**config.mk**
```make
export PLATFORM = sky130hd
export DESIGN_NAME = uart_tx_cfg
export DESIGN_NICKNAME = d
export VERILOG_FILES = /design/src/rtl/uart_tx_cfg.sv
export SDC_FILE = /design/constraint.sdc
export NUM_CORES = 1
export LEC_CHECK = 0
export ABC_AREA = 0
export CAP_MARGIN = 30
export CORE_AREA = 4 4 70 72
export CTS_CLUSTER_DIAMETER = 30
export DETAILED_ROUTE_END_ITERATION = 16
export DIE_AREA = 0 0 74 76
export GPL_TIMING_DRIVEN = 0
export PLACE_DENSITY_LB_ADDON = 0.1
export SLEW_MARGIN = 30
export SYNTH_ARGS = -nofsm -noshare
export SYNTH_HDL_FRONTEND = slang
export SYNTH_SLANG_ARGS = --single-unit
```
**constraint.sdc**
```tcl
create_clock -name clk -period 3.95 [get_ports clk]
set_input_delay 1.185 -clock clk [delete_from_list [all_inputs] [get_ports clk]]
set_output_delay 1.185 -clock clk [all_outputs]
set_load 0.05 [all_outputs]
```
**src/rtl/uart_tx_cfg.sv**
```systemverilog
// UART transmitter with a configurable word width. A frame is a start bit, DATA_W data bits sent LSB first,
// an optional parity bit and 1 or 2 stop bits. The parity and stop modes are latched for each frame on accept.
module uart_tx_cfg #(
  parameter int DATA_W   = 8,
  parameter int BAUD_DIV = 434
) (
  input  logic              clk,
  input  logic              rst,
  input  logic [DATA_W-1:0] tx_data,
  input  logic              tx_valid,
  output logic              tx_ready,
  input  logic [1:0]        parity_mode,
  input  logic              two_stop,
  output logic              tx,
  output logic              busy
);

  // state  | meaning
  // IDLE   | line high, ready for a word
  // START  | start bit (low)
  // DATA   | data bits, LSB first, from shreg[0]
  // PARITY | latched parity bit
  // STOP   | one or two high stop bits

  localparam int BAUD_W = $clog2(BAUD_DIV);
  localparam int BIT_W  = $clog2(DATA_W);
  localparam logic [BAUD_W-1:0] BAUD_LAST = BAUD_W'(BAUD_DIV - 1);
  localparam logic [BIT_W-1:0]  BIT_LAST  = BIT_W'(DATA_W - 1);

  typedef enum logic [2:0] {IDLE, START, DATA, PARITY, STOP} state_t;

  state_t            state, state_nx;
  logic [BAUD_W-1:0] baud_cnt;
  logic [BIT_W-1:0]  bit_cnt;
  logic [DATA_W-1:0] shreg;
  logic              par_bit, par_en, stop2;
  logic              tx_nx, accept, bit_end, stop_last;

  assign tx_ready  = rst && (state == IDLE);
  assign busy      = (state != IDLE);
  assign accept    = tx_valid && tx_ready;
  assign bit_end   = (baud_cnt == BAUD_LAST);
  assign stop_last = stop2 ? (bit_cnt == BIT_W'(1)) : (bit_cnt == '0);

  always_comb begin
    state_nx = state;
    tx_nx    = 1'b1;
    case (state)
      IDLE: begin
        if (accept) state_nx = START;
      end
      START: begin
        tx_nx = 1'b0;
        if (bit_end) state_nx = DATA;
      end
      DATA: begin
        tx_nx = shreg[0];
        if (bit_end && (bit_cnt == BIT_LAST)) state_nx = par_en ? PARITY : STOP;
      end
      PARITY: begin
        tx_nx = par_bit;
        if (bit_end) state_nx = STOP;
      end
      STOP: begin
        if (bit_end && stop_last) state_nx = IDLE;
      end
      default: state_nx = IDLE;
    endcase
  end

  // tx is registered from the current state, so the line lags the state by one clock.
  always_ff @(posedge clk) begin
    if (!rst) begin
      state    <= IDLE;
      tx       <= 1'b1;
      baud_cnt <= '0;
      bit_cnt  <= '0;
      shreg    <= '0;
      par_bit  <= 1'b0;
      par_en   <= 1'b0;
      stop2    <= 1'b0;
    end else begin
      state <= state_nx;
      tx    <= tx_nx;
      if ((state == IDLE) || bit_end) baud_cnt <= '0;
      else                            baud_cnt <= baud_cnt + 1'b1;
      if (state_nx != state) bit_cnt <= '0;
      else if (bit_end)      bit_cnt <= bit_cnt + 1'b1;
      if (accept) begin
        shreg   <= tx_data;
        par_bit <= (parity_mode == 2'b10) ? ~^tx_data : ^tx_data;
        par_en  <= (parity_mode == 2'b01) || (parity_mode == 2'b10);
        stop2   <= two_stop;
      end else if ((state == DATA) && bit_end) begin
        shreg <= shreg >> 1;
      end
    end
  end

endmodule

```
Word-level counts from Yosys, hierarchy flattened
Index checks and enable logic that the tools add are counted.
Storage, ports and cells
  input port bits: 14
  logic and storage cells: 48
  register bits: 27
Cells by class
  mux-type cells: 12
  bitwise operators: 1
  eq/ne operators: 10
  reduce and logical (&&, ||, !) cells: 15
  add/subtract/negate cells: 2
Operators with widths (count)
  3-bit 2-to-1 mux: 6
  8-bit 2-to-1 mux: 2
  3-bit case mux with 5 select lines: 1
  9-bit by 1-bit adder with 9-bit output, second input constant: 1
  9-bit == test, second input constant: 1
  8-bit XNOR reduction: 1
  8-bit XOR reduction: 1
  3-bit by 1-bit == test with 1-bit output, second input constant: 2
  3-bit by 2-bit == test with 1-bit output, second input constant: 2
  3-bit == test, second input constant: 2
  3-bit logical NOT: 2
  1-bit logical AND: 5
  2-bit OR reduction: 2
  3-bit by 1-bit adder with 3-bit output, second input constant: 1
  3-bit != test: 1
  1-bit case mux with 3 select lines: 1
  3-bit nonzero test: 1
  2-bit by 1-bit == test with 1-bit output, second input constant: 1
  2-bit == test, second input constant: 1
  1-bit logical OR: 2
  1-bit 2-to-1 mux: 2
  2-bit nonzero test: 1
  1-bit inverter: 1

Longest topological paths before layout
  word-level depth: 7
  depth in mapped cells: 6
  depth with buffers taken out: 6

Worst setup path before layout
No wires, ideal clock.
  kind: input port to output port
  start: in rst
  end: out tx_ready
  stages on the path: 3
  arrival time: 2.213 ns
  buffers on the path: 1
  setup slack: 0.552 ns
  data required time: 2.765 ns
  cells stage by stage: clkbuf_1 -> inv_1 -> nor2_1
On the way
  longest elaborated chain between the ends: 1
RTL lines
  start, declared: RTL line 8  | input logic rst,
  1-bit logical AND: RTL line 39  | assign tx_ready = rst && (state == IDLE);
  end, declared: RTL line 11  | output logic tx_ready,
Every way passes these cells.

Final worst setup path
Same ends and word-level chain as after synthesis.

==> run_results.csv <==
group,metric,value,unit
run_status,outcome,"finished clean",
detailed_routing,top_layer,"met4",
logic_synthesis,yosys.area.top_type,"dfxtp_1",
logic_synthesis,synth_area,1453,um^2
clock_tree,cts_tree,"built",
clock_tree,numCtsBuffers,3,
pwr,clock_power_share,0.298,
logic_synthesis,syn_nets,183,
detailed_routing,drt_wl_total,3.279,mm
cells_and_area,design_area,1723,um^2
floorplanning,design.die.area,5624,um^2
detailed_routing,wl_met3,173,um
clock_tree,htreeDepth,1,
critical_path,cp_max_fo,13,
sta,post-route-period-util,0.8856,
logic_synthesis,synth-seq-area-share,0.3721,
place,place_area,1678,um^2
cells_and_area,fillers,450,
global_routing,grt_usage,0.1282,
critical_path,cp_slowest_cell,"dlymetal6s2s_1",
logic_synthesis,ys_dominant_reg_cell,"dfxtp_1",
clock_tree,clock_latency,0.27,ns
clock_tree,cts_resized,3,
cells_and_area,drive_gt1_frac,0.06077,
place,dp_slack,-0.4864,ns
logic_synthesis,synth_top_area_share,0.3721,
logic_synthesis,synth.most_common_cell,"dfxtp_1",
floorplanning,start_util,0.3383,
detailed_routing,dr.pass1.iters,4,
hold_path,hp-class,"flop to flop",
place,portBuffers,16,
detailed_routing,vias,1204,
clock_tree,clockRootBuffer,"clkbuf_8",
logic_synthesis,yosysWarnings,0,
pwr,ir_worst_vdd,0.1211,mV
pwr,swShare,0.2514,
cells_and_area,final_nets,203,
sta,setup_ws,0.4519,ns
pwr,p_leak,0.6757,nW
pwr,p_sw,0.0001322,W
critical_path,required,2.76,ns
place,dp_hpwl,2.485,mm
logic_synthesis,synth_edf_count,0,
sta,finalCriticalPeriod,3.498,ns
floorplanning,rows,24,
sta,max_slew_margin,0.4456,
pwr,powerDensity,305.1,nW/um^2
detailed_routing,vias_per_cell,5.167,
detailed_routing,drt-initial-drc-count,48,
logic_synthesis,synth.area.top_cells,"dfxtp_1 37%, ha_1 6.0%, mux2i_1 4.8%",
critical_path,cp_slowest_stage_delay,0.38,ns
detailed_routing,drcViolationCount,0,
clock_tree,ctsHoldBuffers,0,
clock_tree,postCtsSetupRepairBufs,0,
detailed_routing,wl_per_cell,14.07,um
sta,fmax,285.9,MHz
place,routabilityCongestion,0.8363,
floorplanning,die_w,74,um
sta,fin_skew,0.006219,ns
pwr,pwr-share-seq,0.553,
logic_synthesis,avgSynthCellArea,8.967,um^2
cells_and_area,syn_to_final_growth,18.60,%
logic_synthesis,ys_ff_latch,27,
global_routing,antenna_found_initial,0,
logic_synthesis,yosys-top-cells-count,"27 x dfxtp_1, 13 x a21oi_1, 12 x nand2_1, 11 x nor2_1, 9 x inv_1",
detailed_routing,ant_nets,0,
detailed_routing,dr_wl_met2,1.544,mm
sta,hold_viol,0,
logic_synthesis,synthesis.instances,162,
critical_path,cp.arrival,2.31,ns
global_routing,grt_overflow,0,
flow_run,cap_viol_max_count,0,
pwr,p_int,0.0003935,W
floorplanning,core,4294,um^2
critical_path,start_kind,"input port",
sta,final_max_slew_viol_count,0,
detailed_routing,wl_met1,1.502,mm
global_routing,grt_pass1_vias,1241,
clock_tree,cts.sinks,27,
critical_path,end_kind,"primary output",
clock_tree,clockBufferDepth,2,
clock_tree,clkTransAtPathRegs,0.09,ns
floorplanning,die-height,76,um
sta,tightest_slew,0.8200,ns
global_routing,grt_pass1_wl,5.768,mm
floorplanning,io_pins,17,
pwr,pwr-share-comb,0.149,
logic_synthesis,yosysUniqueCellTypes,39,
logic_synthesis,ys_async_sr_fraction,0,
sta,setup_viol,0,
critical_path,path_cells,"dlymetal6s2s_1 -> inv_1 -> nor2_1 -> clkdlybuf4s15_2",
cells_and_area,insertedDiodeCount,0,
global_routing,grt_max_degree,15,
critical_path,path_class,"input port to primary output",
sta,rsz0062_at_grt,"false",
cell families (layout without fill, tap and decap cells):
group / count (synthesis) / in the layout / share of synthesized area
mux: 8 / 8 / 0.05599
buf+inv: 16 / 35 / 0.04220
compound gates: 30 / 30 / 0.1215
xor+xnor: 14 / 14 / 0.09388
simple gates: 60 / 60 / 0.2541
flops: 27 / 27 / 0.3721
fa+ha+maj: 7 / 7 / 0.06029
placed cells by master (no fill, tap or decap), types with 2 or more instances in the layout:
master / Yosys / layout
xor2_1: 5 / 5
clkdlybuf4s50_1: 0 / 14
a21oi_1: 13 / 13
dfxtp_1: 27 / 27
and3_1: 3 / 3
nand3_1: 7 / 7
inv_1: 9 / 9
nor2_1: 11 / 11
clkbuf_1: 6 / 6
a41oi_1: 2 / 2
mux2i_1: 7 / 7
clkbuf_8: 0 / 3
xnor2_1: 8 / 8
or3_1: 2 / 2
a31oi_1: 3 / 3
nor3_1: 5 / 5
nor4b_4: 2 / 2
ha_1: 7 / 7
o21ai_0: 7 / 7
and2_1: 3 / 3
nand4_1: 4 / 4
nand2_1: 12 / 12
power groups by stage:
stage / clock network, W / logic [W] / registers (W)
4_1_cts: 0.000164 / 0.0000796 / 0.000291
3_5_place_dp: 0 / 0.0000792 / 0.000297
5_1_grt: 0.000176 / 0.0000876 / 0.000293
3_3_place_gp: 0 / 0.0000787 / 0.000297
6_report: 0.000157 / 0.0000785 / 0.000291
2_1_floorplan: 0 / 0.0000486 / 0.000296
worst paths after layout:
path              slack [ns]  cells after the start       end   startpoint
hold / removal          0.48                      2  shreg[7]     shreg[7]
hold reg to reg         0.48                      2  shreg[7]     shreg[7]
setup / recovery        0.45                      4  tx_ready          rst
setup reg to reg        2.01                      5  state[0]  baud_cnt[0]
worst max-delay path, delay by kind of cell:
| family | cells | cell delay [ns] |
|---|---|---|
| buffers and inverters | 3 | 0.98 |
| and+or+nand+nor | 1 | 0.15 |
layout make-up:
class,instances,area (um^2),share of cell area
Multi-Input combinational cell,119,850.8,0.4938
Sequential cell,27,540.5,0.3137
Timing Repair Buffer,16,163.9,0.09513
Tap cell,52,65.06,0.03776
Clock buffer,4,45.04,0.02614
Inverter,9,33.78,0.01961
Buffer,6,23.77,0.01380
metal layers:
| layer | vias to the layer above | track usage |
|---|---|---|
| met5 | - | 0 |
| met4 | 0 | 0.04891 |
| met3 | 6 | 0.02243 |
| met2 | 23 | 0.2048 |
| met1 | 561 | 0.1690 |
| li1 | 614 | - |
flip-flops by register name (all words and copies together), names as in the netlist:
name / flops
baud_cnt: 9
shreg: 8
bit_cnt: 3
state: 3
par_bit: 1
par_en: 1
stop2: 1
tx: 1
per-stage QoR:
step	utilization	std cells	hold WS, ns	total power (W)	TNS (ns)
after floorplan	-	162	0.4295	0.0003448	0
after global placement	0.3907	230	0.4435	0.0003756	-0.5095
after detailed placement	0.3907	230	0.4621	0.0003765	-0.4864
after CTS	0.4006	233	0.4865	0.0005342	0
after global routing	0.4012	233	0.5099	0.0005564	0
final	0.4012	233	0.4786	0.0005257	0
No activity file was read; power rests on OpenSTA's default activity.
